File: src/rtl/pipeline_pkg.sv
// Shared pipeline definitions: instruction format, NOP encoding, store controller states.
package pipeline_pkg;

    localparam int unsigned IW_DEFAULT = 16;
    localparam logic [IW_DEFAULT-1:0] NOP_DEFAULT = 16'h0000;

    // Instruction format: opcode | op1 | op2 | function code.
    localparam int unsigned OPC_W    = 4;
    localparam int unsigned OP1_W    = 4;
    localparam int unsigned OP2_W    = 4;
    localparam int unsigned FUNC_W   = 4;
    localparam int unsigned OPC_LSB  = 12;
    localparam int unsigned OP1_LSB  = 8;
    localparam int unsigned OP2_LSB  = 4;
    localparam int unsigned FUNC_LSB = 0;

    typedef struct packed {
        logic [OPC_W-1:0]  opcode;
        logic [OP1_W-1:0]  op1;
        logic [OP2_W-1:0]  op2;
        logic [FUNC_W-1:0] func;
    } instr_fmt_t;

    typedef enum logic {
        INIT = 1'b0,
        RUN  = 1'b1
    } state_t;

    // Extract the opcode field from a raw instruction word.
    function automatic logic [OPC_W-1:0] opcode_of(input logic [IW_DEFAULT-1:0] word);
        return word[OPC_LSB +: OPC_W];
    endfunction

endpackage

File: src/rtl/instr_ram.sv
// Synchronous read-first instruction array: one write port, one registered read port, no reset.
module instr_ram #(
    parameter int unsigned IW    = 16,
    parameter int unsigned DEPTH = 16,
    parameter int unsigned AW    = 4
) (
    input  logic          clk,
    input  logic          i_we,
    input  logic [AW-1:0] i_waddr,
    input  logic [IW-1:0] i_wdata,
    input  logic          i_re,
    input  logic [AW-1:0] i_raddr,
    output logic [IW-1:0] o_rdata
);

    logic [IW-1:0] r_mem [DEPTH];

    // Write and read in the same edge; the read sees the pre-write word.
    always_ff @(posedge clk) begin
        if (i_we) begin
            r_mem[i_waddr] <= i_wdata;
        end
        if (i_re) begin
            o_rdata <= r_mem[i_raddr];
        end
    end

endmodule

File: src/rtl/instruction_store.sv
// Writable instruction memory for the IF stage: post-reset clear, program load, stall-holding fetch.
// DEPTH must be at least 2 so that AW is non-zero.
module instruction_store
    import pipeline_pkg::*;
#(
    parameter int unsigned   IW         = IW_DEFAULT,
    parameter int unsigned   DEPTH      = 16,
    parameter int unsigned   AW         = $clog2(DEPTH),
    parameter logic [IW-1:0] NOP        = IW'(NOP_DEFAULT),
    parameter bit            INIT_CLEAR = 1'b1
) (
    input  logic          clk,
    input  logic          rst,
    input  logic          ld_en,
    input  logic [AW-1:0] ld_addr,
    input  logic [IW-1:0] ld_data,
    output logic          ld_ready,
    input  logic          fetch_req,
    input  logic [15:0]   fetch_addr,
    input  logic          fetch_stall,
    output logic [IW-1:0] instr,
    output logic          instr_valid,
    output logic          addr_fault,
    output logic          busy
);

    state_t        r_state;
    state_t        w_state_nxt;
    logic [AW-1:0] r_cnt;
    logic          r_busy;
    logic          r_ld_ready;
    logic          r_valid;
    logic          r_fault;
    logic          r_nop_sel;

    logic          w_ld_in_range;
    logic          w_fetch_in_range;
    logic          w_clear_last;
    logic          w_ram_we;
    logic [AW-1:0] w_ram_waddr;
    logic [IW-1:0] w_ram_wdata;
    logic          w_ram_re;
    logic          w_fault_go;
    logic          w_idle_go;
    logic [IW-1:0] w_rdata;

    assign w_ld_in_range    = (32'(ld_addr) < DEPTH);
    assign w_fetch_in_range = (fetch_addr < 16'(DEPTH));
    assign w_clear_last     = (r_cnt == AW'(DEPTH - 1));

    // Next state plus array write/read and fetch-outcome strobes.
    always_comb begin
        w_state_nxt = r_state;
        w_ram_we    = 1'b0;
        w_ram_waddr = ld_addr;
        w_ram_wdata = ld_data;
        w_ram_re    = 1'b0;
        w_fault_go  = 1'b0;
        w_idle_go   = 1'b0;
        case (r_state)
            INIT: begin
                if (INIT_CLEAR) begin
                    w_ram_we    = 1'b1;
                    w_ram_waddr = r_cnt;
                    w_ram_wdata = NOP;
                    if (w_clear_last) begin
                        w_state_nxt = RUN;
                    end
                end else begin
                    w_state_nxt = RUN;
                end
            end
            RUN: begin
                w_ram_we = ld_en && w_ld_in_range;
                if (!fetch_stall) begin
                    if (fetch_req) begin
                        if (w_fetch_in_range) begin
                            w_ram_re = 1'b1;
                        end else begin
                            w_fault_go = 1'b1;
                        end
                    end else begin
                        w_idle_go = 1'b1;
                    end
                end
            end
            default: w_state_nxt = INIT;
        endcase
    end

    // Controller state register.
    always_ff @(posedge clk or negedge rst) begin
        if (!rst) begin
            r_state <= INIT;
        end else begin
            r_state <= w_state_nxt;
        end
    end

    // Clear-sequence address counter, advancing only while initialising.
    always_ff @(posedge clk or negedge rst) begin
        if (!rst) begin
            r_cnt <= '0;
        end else if (r_state == INIT) begin
            r_cnt <= r_cnt + AW'(1);
        end
    end

    // Registered, complementary busy / ld_ready flags tracking the next state.
    always_ff @(posedge clk or negedge rst) begin
        if (!rst) begin
            r_busy     <= 1'b1;
            r_ld_ready <= 1'b0;
        end else begin
            r_busy     <= (w_state_nxt == INIT);
            r_ld_ready <= (w_state_nxt == RUN);
        end
    end

    // Fetch status registers; r_nop_sel picks the NOP word over the array read register.
    always_ff @(posedge clk or negedge rst) begin
        if (!rst) begin
            r_valid   <= 1'b0;
            r_fault   <= 1'b0;
            r_nop_sel <= 1'b1;
        end else if (w_ram_re) begin
            r_valid   <= 1'b1;
            r_fault   <= 1'b0;
            r_nop_sel <= 1'b0;
        end else if (w_fault_go) begin
            r_valid   <= 1'b1;
            r_fault   <= 1'b1;
            r_nop_sel <= 1'b1;
        end else if (w_idle_go) begin
            r_valid   <= 1'b0;
            r_fault   <= 1'b0;
        end
    end

    instr_ram #(
        .IW    (IW),
        .DEPTH (DEPTH),
        .AW    (AW)
    ) u_instr_ram (
        .clk     (clk),
        .i_we    (w_ram_we),
        .i_waddr (w_ram_waddr),
        .i_wdata (w_ram_wdata),
        .i_re    (w_ram_re),
        .i_raddr (AW'(fetch_addr)),
        .o_rdata (w_rdata)
    );

    assign instr       = r_nop_sel ? NOP : w_rdata;
    assign instr_valid = r_valid;
    assign addr_fault  = r_fault;
    assign busy        = r_busy;
    assign ld_ready    = r_ld_ready;

endmodule

File: config.mk
export PLATFORM = sky130hd
export DESIGN_NAME = instruction_store
export DESIGN_NICKNAME = d
export VERILOG_FILES = /design/src/rtl/pipeline_pkg.sv /design/src/rtl/instr_ram.sv /design/src/rtl/instruction_store.sv
export SDC_FILE = /design/constraint.sdc
export NUM_CORES = 1
export LEC_CHECK = 0
export ABC_AREA = 1
export CORE_UTILIZATION = 60
export CTS_CLUSTER_DIAMETER = 50
export DETAILED_ROUTE_END_ITERATION = 8
export GPL_TIMING_DRIVEN = 0
export PLACE_DENSITY_LB_ADDON = 0.15
export SLEW_MARGIN = 20
export SYNTH_ARGS = -nofsm -noshare
export SYNTH_HDL_FRONTEND = slang
export SYNTH_SLANG_ARGS = --single-unit
File: constraint.sdc
create_clock -name clk -period 2.1 [get_ports clk]
set_input_delay 0.42 -clock clk [delete_from_list [all_inputs] [get_ports clk]]
set_output_delay 0.42 -clock clk [all_outputs]
set_load 0.01 [all_outputs]
==> run_results.csv, run 1 <==
group,metric,value,unit
global_route,via_count_of_the_first_global_routing_pass,8303,
synthesis,post_synth_num_cell_types,24,
setup_path,criticalPathCategory,"register to register",
routing,drc,0,
cts,htreeDepth,1,
synthesis,post-synth-top-area-cell,"edfxtp_1",
synthesis,ys_ff_latch,281,
synthesis,post-synth-top-count-cell,"nand2_1",
floorplanning,die_y,145,µm
pwr,cellLeakagePower,6.37,nW
sta,rsz_0062_raised_after_global_routing,"yes",
cts,clk_latency,0.54,ns
cts,tritoncts,"done",
routing,detailedRoute.firstIterationViolations,1124,
sta,maxClockFrequency,476,MHz
floorplanning,start_util,0.622,
synthesis,synth_seq_area_share,0.685,
synthesis,share_of_flip_flops_with_an_asynchronous_set_or_reset_after_synthesis,0.0320,
sta,setup_viol,0,
synthesis,synth-edff-count,272,
sta,timing.final.crit_share,1.00,
synthesis,synthesis.nets,1242,
global_route,grt_first_pass_wirelength,47600,µm
pwr,power_density,830,nW/µm²
setup_path,cp-start-kind,"register",
status,outcome,"finished, final reports clean",
synthesis,synth-main-ff-cell,"edfxtp_1",
sta,worst_slew_pin_slew,0.868,ns
synthesis,syn_inst,1200,
setup_path,critical_path_arrival,2.35,ns
place,port-buffer-count,58,
setup_path,critical_path_peak_fanout,11,
global_route,grt_start_max_net_pins,17,
hold_path,worstHoldPathType,"input pin to async pin",
cells_and_area,number_of_nets_in_the_finished_design,1353,
sta,final.setup_skew,0.00948,ns
global_route,grt_util_all_layers,0.305,
routing,detail_route.wirelength,31500,µm
routing,route.vias.total,8767,
cts,clk_path_buf_depth,3,
sta,slew_viol_final,0,
sta,finalHoldViolCount,0,
pwr,maximum_vdd_drop,786,µV
cts,cts_sinks,281,
cts,cts.root.buffer_cell,"clkbuf_16",
cts,inserted_clock_buffers,29,
cts,cts_hold_buffers,0,
cells_and_area,layout.cell_area.non_filler,14500,µm²
setup_path,critPathLaunch,"ld_ready$_DFF_PN0_",
synthesis,yosys.area.top_type_share,0.666,
routing,drt-vias-per-instance,5.49,
setup_path,end_kind,"register",
sta,timing.final.crit_period,2.10,ns
cells_and_area,area_growth_syn_to_layout,17.9,%
synthesis,synth_top_cells_by_area,"edfxtp_1 (67%), nand2_1 (11%), nand3_1 (7.9%)",
sta,timing.max_slew.rel_slack,0.421,
floorplanning,top_level_ports,61,
global_route,antenna_violations_before_repair,3,
setup_path,required_time_at_the_endpoint_of_the_critical_path,2.35,ns
setup_path,critical_path.reg2reg.startpoint,"ld_ready$_DFF_PN0_",
global_route,globalRouteOverflowTotal,0,
cts,path_clk_slew,0.06,ns
synthesis,post_synth_most_frequent_cells,"nand2_1 (371), edfxtp_1 (272), inv_1 (235)",
synthesis,synthesis.yosys.warnings,0,
floorplanning,placement_rows,51,
cells_and_area,post_route_cells_drive_above_1_share,0.0991,
place,globalplace.congestion,0.849,
floorplanning,die_w,145,µm
synthesis,syn_area_per_cell,10.2,µm²
run,max_cap_violations,0,
routing,route.antenna.remaining_nets,0,
routing,1st_pass_router_iterations,7,
floorplanning,design.die.area,21000,µm²
routing,wl_per_cell,19.7,µm
place,place_hpwl,20900,µm
synthesis,synth.cell_area,12300,µm²
floorplanning,core_region_area,19700,µm²
sta,fin_tns_setup,0,ns
place,placed_instance_area,13400,µm²
-- report_power, final --
| part | total [mW] | switching [mW] | internal (mW) |
|---|---|---|---|
| sequential | 6.19 | 0.00533 | 6.19 |
| clock | 4.99 | 2.10 | 2.90 |
| combinational | 0.815 | 0.561 | 0.254 |
| total | 12.0 | 2.66 | 9.34 |
-- per-stage QoR --
step	hold WS (ns)	std cells	util	worst slack [ns]	power, mW
final	0.194	1598	0.733	0.000586	12.0
after CTS	0.207	1594	0.728	-0.0259	11.9
after floorplan	0.124	1200	-	0.0840	6.74
after global routing	0.238	1597	0.733	-0.109	12.3
after global placement	0.465	1523	0.668	-1.01	7.05
after detailed placement	0.474	1540	0.681	-0.347	7.09
-- final cells by class --
| type | instances | area, µm² |
|---|---|---|
| repair buffers | 81 | 841 |
| plain buffers | 54 | 334 |
| multi-input cells | 626 | 2740 |
| fillers | 1335 | 5260 |
| clock buffers | 34 | 744 |
| well taps | 265 | 332 |
| clock inverters | 18 | 171 |
| diodes | 1 | 2.50 |
| inverters | 238 | 893 |
| flip-flops and latches | 281 | 8400 |
-- worst max-delay path, cell delays in order (launching register included) --
cell     delay [ns]
dfrtp_1        0.44
inv_2          0.18
nor2_1         0.06
nor2_1         0.18
nand2_1        0.22
nor2_2         0.48
buf_8          0.23
-- per-layer routing --
| metal | part of all wire | wire length (µm) | up-vias | global-route usage |
|---|---|---|---|---|
| met5 | 0.00041 | 13 | - | 0 |
| met4 | 0.031 | 987 | 2 | 0.103 |
| met3 | 0.11 | 3420 | 83 | 0.0579 |
| met2 | 0.47 | 15000 | 538 | 0.493 |
| met1 | 0.39 | 12200 | 4091 | 0.416 |
| li1 | - | - | 4053 | - |
-- state kept, by name, summed over array words and instances, names as in the netlist --
signal	flops
addr_fault	1
busy	1
instr_valid	1
ld_ready	1
r_cnt	4
r_nop_sel	1
u_instr_ram.o_rdata	16
u_instr_ram.r_mem	256
-- final timing paths --
path	end	depth (start not counted)	slack [ns]
min in group clk	u_instr_ram.o_rdata[3]$_DFFE_PP_	3	0.32
min	addr_fault$_DFFE_PN0P_	1	0.19
max reg2reg	u_instr_ram.r_mem[14][14]$_DFFE_PP_	6	0.0006
max in group asynchronous	busy$_DFF_PN1_	1	1.56
max	u_instr_ram.r_mem[14][14]$_DFFE_PP_	6	0.0006
min reg2reg	instr_valid$_DFFE_PN0P_	2	0.49
-- placed cells by master (no fill, tap or decap), drive strengths merged, types with 2 or more instances in the layout --
cell / netlist / routed
inv: 238 / 240
clkbuf: 9 / 41
nand3: 193 / 193
clkdlybuf4s50: 0 / 42
bufinv: 0 / 3
nand4: 3 / 3
nor2: 46 / 46
nand2: 371 / 371
edfxtp: 272 / 272
clkinvlp: 0 / 2
dlygate4sd2: 0 / 15
o21ai: 5 / 5
buf: 46 / 71
dfrtp: 7 / 7
clkinv: 0 / 11
dfstp: 2 / 2
-- repair_timing --
| action | 4_1_cts | 5_1_grt |
|---|---|---|
| setup buffers | 3 | 3 |
| resized for setup | 25 | 9 |
| pin swaps | 0 | 2 |
| endpoints found under the setup margin | 33 | 130 |
-- kinds of logic after synthesis --
family,share of synthesized area
buffers and inverters,0.0995
XOR/XNOR,0.00143
AO/OA/AOI/OAI,0.00276
adder cells (fa/ha/maj),0.00102
flip-flops,0.685
AND/OR/NAND/NOR,0.210
multiplexers,0.000817
(Power assumes the default switching activity.)
==> inputs of run 2 (changes only) <==
--- a/config.mk
+++ b/config.mk
@@ -6,10 +6,14 @@
 export NUM_CORES = 1
 export LEC_CHECK = 0
 export ABC_AREA = 1
-export CORE_UTILIZATION = 60
+export CELL_PAD_IN_SITES_DETAIL_PLACEMENT = 0
+export CELL_PAD_IN_SITES_GLOBAL_PLACEMENT = 1
+export CORE_MARGIN = 8
+export CORE_UTILIZATION = 48
 export CTS_CLUSTER_DIAMETER = 50
 export DETAILED_ROUTE_END_ITERATION = 8
 export GPL_TIMING_DRIVEN = 0
+export HOLD_SLACK_MARGIN = 0.02
 export PLACE_DENSITY_LB_ADDON = 0.15
 export SLEW_MARGIN = 20
 export SYNTH_ARGS = -nofsm -noshare
==> run_results.csv, run 2 (synthesis results as in run 1) <==
group,metric,value,unit
status,outcome,"finished, final reports clean",
global_route,global_route.usage.met2,0.343,
setup_path,cell_with_the_largest_stage_delay_on_the_worst_path,"dfrtp_1",
sta,slew_viol_final,0,
pwr,power_report.internal_total,9.91,mW
sta,finalHoldWorstSlack,0.233,ns
cts,htreeDepth,2,
routing,wl_per_cell,19.2,µm
floorplanning,die_y,176,µm
place,pre_cts_ws,-0.349,ns
sta,setup_viol,0,
cts,tritoncts,"done",
pwr,fraction_of_power_spent_switching_nets,0.222,
global_route,antenna_violations_before_repair,0,
cells_and_area,most-common-layout-cells,"nand2_1 (370), edfxtp_1 (272), inv_1 (235), nand3_1 (193), clkdlybuf4s50_1 (44)",
cts,cts.root.buffer_cell,"clkbuf_16",
floorplanning,core_region_area,25100,µm²
floorplanning,die_w,176,µm
cells_and_area,registers.top_by_ff_count,"u_instr_ram.r_mem",
cells_and_area,fin_cells,1688,
setup_path,critical_path_arrival,2.23,ns
sta,maxClockFrequency,493,MHz
pwr,share_comb_of_total_power,0.065,
cells_and_area,fillers,2134,
setup_path,critical_path.cell_chain,"o21ai_0, nand2_1, nor2_4, buf_8",
sta,timing.final.ws_setup,0.0726,ns
place,globalplace.congestion,0.795,
global_route,gr-max-usage-layer,"met2",
pwr,cellLeakagePower,6.50,nW
pwr,maximum_vdd_drop,647,µV
routing,drt-vias-per-instance,5.00,
setup_path,cp-start-kind,"register",
place,dp.cells,1603,
run,max_cap_violations,0,
hold_path,worstHoldPathType,"input pin to async pin",
global_route,grt_first_pass_wirelength,48100,µm
routing,detailedRoute.firstIterationViolations,803,
sta,fin_tns_setup,0,ns
cells_and_area,area_growth_syn_to_layout,21.6,%
cells_and_area,post_route_cells_drive_above_1_share,0.118,
pwr,power_density,855,nW/µm²
sta,rsz_0062_raised_after_global_routing,"yes",
cts,clk_path_buf_depth,3,
routing,route.vias.total,8441,
setup_path,critical-path-max-stage-delay,0.45,ns
cells_and_area,largest_reg_flops,256,
global_route,via_count_of_the_first_global_routing_pass,7911,
global_route,global_route.usage.met1,0.286,
routing,detail_route.wirelength,32500,µm
cells_and_area,number_of_nets_in_the_finished_design,1376,
routing,route.antenna.remaining_nets,0,
global_route,globalRouteOverflowTotal,0,
floorplanning,design.die.area,30900,µm²
sta,worst_slew_pin_slew,0.822,ns
global_route,use_met3,0.0333,
global_route,grt_util_all_layers,0.209,
cells_and_area,reg.largest.list,"u_instr_ram.r_mem: 256 flops, u_instr_ram.o_rdata: 16 flops, r_cnt: 4 flops",
sta,timing.max_slew.rel_slack,0.452,
place,place_hpwl,22100,µm
cells_and_area,antennaDiodeCount,0,
setup_path,end_kind,"register",
setup_path,criticalPathCategory,"register to register",
floorplanning,start_util,0.488,
cells_and_area,layout.cell_area.non_filler,14900,µm²
sta,timing.final.crit_period,2.03,ns
setup_path,required_time_at_the_endpoint_of_the_critical_path,2.31,ns
sta,finalHoldViolCount,0,
cts,cts_sinks,281,
routing,1st_pass_router_iterations,5,
pwr,clock_power_share,0.449,
setup_path,worstRegToRegCells,4,
sta,final.setup_skew,0.0109,ns
sta,timing.final.crit_share,0.965,
setup_path,critical_path_peak_fanout,11,
cts,path_clk_slew,0.06,ns
floorplanning,placement_rows,58,
pwr,seq_power_share,0.486,
floorplanning,top_level_ports,61,
place,placed_instance_area,13500,µm²
cells_and_area,layout_commonest_cell,"nand2_1",
pwr,power_switching,2.84,mW
cts,clk_latency,0.50,ns
routing,drc,0,
cts,inserted_clock_buffers,35,
global_route,grt_start_max_net_pins,17,
place,port-buffer-count,58,
run 2: power groups by stage:
| stage | combinational, mW | sequential, mW | clock, mW |
|---|---|---|---|
| floorplan | 0.428 | 6.31 | 0 |
| global placement | 0.767 | 6.31 | 0 |
| detailed placement | 0.796 | 6.31 | 0 |
| CTS | 0.804 | 6.19 | 5.81 |
| global route | 0.895 | 6.19 | 6.03 |
| finish | 0.828 | 6.19 | 5.73 |
run 2: metal layers:
layer / share of wire / vias to the layer above
li1: - / 4100
met1: 0.44 / 4013
met2: 0.48 / 278
met3: 0.066 / 50
met4: 0.021 / 0
met5: 0 / -
run 2: area by class of cell:
class                   instances  area (µm²)  area share
clock inverters                19         160      0.0107
repair buffers                 98        1000      0.0672
plain buffers                  54         344      0.0231
well taps                     330         413      0.0277
clock buffers                  42         945      0.0633
flip-flops and latches        281        8400       0.563
inverters                     238         893      0.0599
multi-input cells             626        2760       0.185
run 2: worst max-delay path: cells and delay by family, from the launching register on:
kind / cells / cell delay (ns)
AND/OR/NAND/NOR: 2 / 0.69
AO/OA/AOI/OAI: 1 / 0.39
buffers and inverters: 1 / 0.20
flip-flops: 1 / 0.45
run 2: through the flow:
stage | power, mW | utilization
final | 12.8 | 0.594
after global routing | 13.1 | 0.594
after floorplan | 6.74 | -
after detailed placement | 7.11 | 0.538
after CTS | 12.8 | 0.585
after global placement | 7.08 | 0.528
run 2: path summary, 6_finish.rpt:
check	startpoint	to	slack, ns
min in group clk	fetch_addr[3]	u_instr_ram.o_rdata[2]$_DFFE_PP_	0.42
worst min register to register	instr_valid$_DFFE_PN0P_	instr_valid$_DFFE_PN0P_	0.49
worst min-delay path	rst	r_cnt[1]$_DFFE_PN0N_	0.23
worst max register to register	ld_ready$_DFF_PN0_	u_instr_ram.r_mem[6][9]$_DFFE_PP_	0.07
worst max-delay path	ld_ready$_DFF_PN0_	u_instr_ram.r_mem[6][9]$_DFFE_PP_	0.07
max in group asynchronous	rst	r_nop_sel$_DFFE_PN1P_	1.54
run 2: repair_timing:
item / 4_1_cts / 5_1_grt
gates resized for setup: 32 / 12
setup endpoints to repair: 123 / 161
buffers inserted: 5 / 20
pin swaps: 2 / 10
hold buffers: 0 / 0
hold endpoints to repair: 0 / 0
==> variant 1, RTL diff (settings of run 1) <==
The package constant `IW_DEFAULT` goes from 16 to 17.
--- a/src/rtl/pipeline_pkg.sv
+++ b/src/rtl/pipeline_pkg.sv
@@ -2,5 +2,5 @@
 package pipeline_pkg;
 
-    localparam int unsigned IW_DEFAULT = 16;
+    localparam int unsigned IW_DEFAULT = 17;
     localparam logic [IW_DEFAULT-1:0] NOP_DEFAULT = 16'h0000;
 
Interface: changed (resized instr and ld_data); port bits go from 61 to 63. No check against the original RTL was run, so the function may have changed too.
==> variant 1 against run 1 <==
Routed wire length grew 9.7%; setup slack gained 0.020 ns; synthesized cell count grew 5.8%; combinational power grew 6.6%; non-clock buffer count grew 18; sequential cell count grew 17; maximum frequency grew 0.95%; clock power grew 1%; cell area grew 6.6%; total power grew 4.2%; area after synthesis grew 5.5%; final cell count grew 5.9%; critical endpoint is now instr[6]; largest cell class unchanged; highest routed layer is now met4.
==> variant 1: results (changes against run 1) <==
[run_status]
status=finished clean

[global_route]
grt_first_pass_wirelength_mm=50.4  ; +5.9%
antenna_found_initial=0  ; -3
grt_max_degree=18  ; +1
first_global_vias=8839  ; +6.5%

[power]
seq_power_share=0.525  ; +0.009
leakage_nw=6.75  ; +6.1%
p_sw_frac=0.222  ; -0.000248
pg_clk_w=0.00506  ; +1%
pg_seq_w=0.00657  ; +6.1%

[synth]
synth_cell_types=25  ; +4.2%
synth_compound_area_frac=0.00232  ; -0.000433
seq_area_frac_synth=0.689  ; +0.00403
synth_xor_xnor_area_share=0.00135  ; -0.0000740
synthMuxAreaShare=0.000774  ; -0.0000423
synth_fa_ha_area_frac=0.000968  ; -0.0000528
synth-edff-count=289  ; +6.3%
async_flop_share=0.0302  ; -0.00183
synth_common_cells=nand2_1, edfxtp_1, inv_1

[critical_path]
cp_max_fo=10  ; -1
r2r_end=u_instr_ram.r_mem[3][5]$_DFFE_PP_
endpoint=instr[6]
critPathLaunch=r_nop_sel$_DFFE_PN1P_
arrival_ns=1.66  ; -0.69 ns
r2r_cells=8  ; +2

[placed_design]
dpl.cell_count=1613  ; +4.7%
postPlaceCellArea_um2=14000  ; +4.6%
pre_cts_ws_ns=-0.638  ; -0.291 ns
dp_hpwl_mm=22.1  ; +5.8%
place_congestion=0.812  ; -4.3%

[timing]
slew_headroom=0.418  ; -0.00336
clock_skew_ns=0.0115  ; +0.00204 ns
hold_ws_ns=0.186  ; -0.00867 ns
fin_ws_ns=0.0203  ; +0.0197 ns

[clocking]
cts-buffers-inserted=30  ; +3.4%
cts.repair.resized=34  ; +36%
post_cts_buffers=14  ; +11

[final_layout]
reg.largest.list=u_instr_ram.r_mem (272), u_instr_ram.o_rdata (17), r_cnt (4)
antennaDiodeCount=0  ; -1
nets=1439  ; +6.4%
layout-drive-gt1-share=0.0980  ; -0.00107

[route]
drt-initial-drc-count=1204  ; +7.1%
avgRoutedWirePerCell_um=20.4  ; +3.6%
via_per_inst=5.52  ; +0.56%
drt_pre_antenna_iters=5  ; -2

## variant 1: routing by layer
| metal | GRT usage | part of all wire | up-vias |
|---|---|---|---|
| li1 | - | - | 4300 |
| met1 | 0.413 | 0.37 | 4396 |
| met2 | 0.537 | 0.49 | 530 |
| met3 | 0.0456 | 0.099 | 114 |
| met4 | 0.128 | 0.044 | 0 |
| met5 | 0 | 0 | - |
## variant 1: kinds of logic after synthesis
family | count (synthesis)
buf+inv | 311
fa+ha+maj | 1
simple gates | 651
mux | 1
xor+xnor | 2
flops | 298
compound gates | 6
## variant 1: critical path, stage by stage (launching register included)
cell           delay (ns)
dfstp_2              0.58
clkbuf_8             0.19
nor2_2               0.07
dlygate4sd2_1        0.28
## variant 1: final cells by class
type                            instances  area (um^2)
Inverter                              252          946
Multi-Input combinational cell        661         2920
Buffer                                 58          297
Clock buffer                           43          841
Clock inverter                         11         87.6
Fill cell                            1370         5680
Sequential cell                       298         8910
Timing Repair Buffer                   95         1070
Tap cell                              275          344
==> variant 2, RTL diff (config.mk and constraints of run 1) <==
Without the edit above. Make the reset (`rst`) synchronous in 4 clocked blocks.
--- a/src/rtl/instruction_store.sv
+++ b/src/rtl/instruction_store.sv
@@ -90,5 +90,5 @@
 
     // Controller state register.
-    always_ff @(posedge clk or negedge rst) begin
+    always_ff @(posedge clk) begin
         if (!rst) begin
             r_state <= INIT;
@@ -99,5 +99,5 @@
 
     // Clear-sequence address counter, advancing only while initialising.
-    always_ff @(posedge clk or negedge rst) begin
+    always_ff @(posedge clk) begin
         if (!rst) begin
             r_cnt <= '0;
@@ -108,5 +108,5 @@
 
     // Registered, complementary busy / ld_ready flags tracking the next state.
-    always_ff @(posedge clk or negedge rst) begin
+    always_ff @(posedge clk) begin
         if (!rst) begin
             r_busy     <= 1'b1;
@@ -119,5 +119,5 @@
 
     // Fetch status registers; r_nop_sel picks the NOP word over the array read register.
-    always_ff @(posedge clk or negedge rst) begin
+    always_ff @(posedge clk) begin
         if (!rst) begin
             r_valid   <= 1'b0;
Formal check against the unedited RTL: same outputs for any inputs over 10 cycles, from zero or initial values and one cycle with rst low; that may be too few to reach the edited logic, so the function may still have changed.
==> variant 2 against run 1 <==
The run now ends with negative setup slack left; sequential cell count stayed put; synthesized cell count is 5.8% lower; largest cell class unchanged; die area is 2.6% lower; total power is 0.73% lower; cell area is 2.3% lower; routed wire length is 2.6% higher; largest power group unchanged; setup slack worse by 0.034 ns; highest routed layer is now met4; area after synthesis is 2.7% lower; non-clock buffer count stayed put; clock skew is 0.0012 ns higher.
==> variant 2: results (changes against run 1) <==
[die]
die_x_um=143  ; -1.3%

[clocking]
post_cts_buffers=0  ; -3
cts.repair.resized=17  ; -32%

[timing]
finalSetupViolCount=13  ; +13
fin_ws_ns=-0.0334  ; -0.0340 ns

[route]
avgRoutedWirePerCell_um=21.2  ; +7.4%
drt_pre_antenna_iters=5  ; -2
via_count=8549  ; -2.5%
wl_mm=32.4  ; +2.6%
drt-initial-drc-count=1162  ; +3.4%
dr_wl_met3_mm=4.05  ; +18%
wl_met2_mm=14.7  ; -2.0%
top_signal_layer_used=met4

[global_route]
met2_usage=0.497  ; +0.00375
antenna_found_initial=2  ; -1
gr-usage-all-layers=0.322  ; +0.0175

[critical_path]
r2r_cells=8  ; +2
cpMaxStageDelayCell=dfxtp_1
r2r_end=u_instr_ram.r_mem[13][1]$_DFFE_PP_
slowest_delay_ns=0.42  ; -0.06 ns
r2r_start=ld_ready$_SDFF_PN0_

[power]
power.share.combinational=0.071  ; +0.003
p_int_w=0.00926  ; -0.81%
seq_power_share=0.522  ; +0.006
switchingPower_w=0.00265  ; -0.46%
leakage_nw=5.97  ; -6.2%

[synth]
synth_compound_area_frac=0.0125  ; +0.00972
synthMuxAreaShare=0  ; -0.000816
async_flop_share=0  ; -0.0320
syn-num-nets=1172  ; -5.6%
netlist_top_cells_area=edfxtp_1, nand2_1, nand3_1

[final_layout]
fill_cells=1359  ; +1.8%
nets=1281  ; -5.3%
layout-drive-gt1-share=0.105  ; +0.00637
final-seq-area_um2=8350  ; -0.52%
multi_input_cells=677  ; +8.1%
final_area_um2=14100  ; -2.3%
clock_area_frac=0.0627  ; -0.000622
nClkBuffers=46  ; +35%

[placed_design]
place_congestion=0.878  ; +3.5%

[run_status]
violations=negative setup slack
status=finished with violations

[min_path]
hold_path.class=in -> reg

variant 2: cell count changes after synthesis, sizes merged, moves of 4 or more:
cell	before	now
a21oi	1	5
clkbuf	9	14
dfrtp	7	0
dfxtp	0	9
inv	238	115
nand2	371	433
nand3	193	133
nor2	46	75
nor3	0	4
o21ai	5	18
variant 2: worst max path at each step:
stage	from	depth (start not counted)	slack, ns	end
after floorplan	ld_ready$_SDFF_PN0_	7	0.01	u_instr_ram.r_mem[13][0]$_DFFE_PP_
after global placement	ld_addr[3]	5	-1.00	u_instr_ram.r_mem[6][6]$_DFFE_PP_
after detailed placement	ld_addr[3]	5	-0.42	u_instr_ram.r_mem[3][6]$_DFFE_PP_
after CTS	ld_ready$_SDFF_PN0_	5	-0.09	u_instr_ram.r_mem[2][3]$_DFFE_PP_
after global routing	ld_ready$_SDFF_PN0_	7	-0.11	u_instr_ram.r_mem[13][1]$_DFFE_PP_
final	ld_ready$_SDFF_PN0_	8	-0.03	u_instr_ram.r_mem[13][1]$_DFFE_PP_
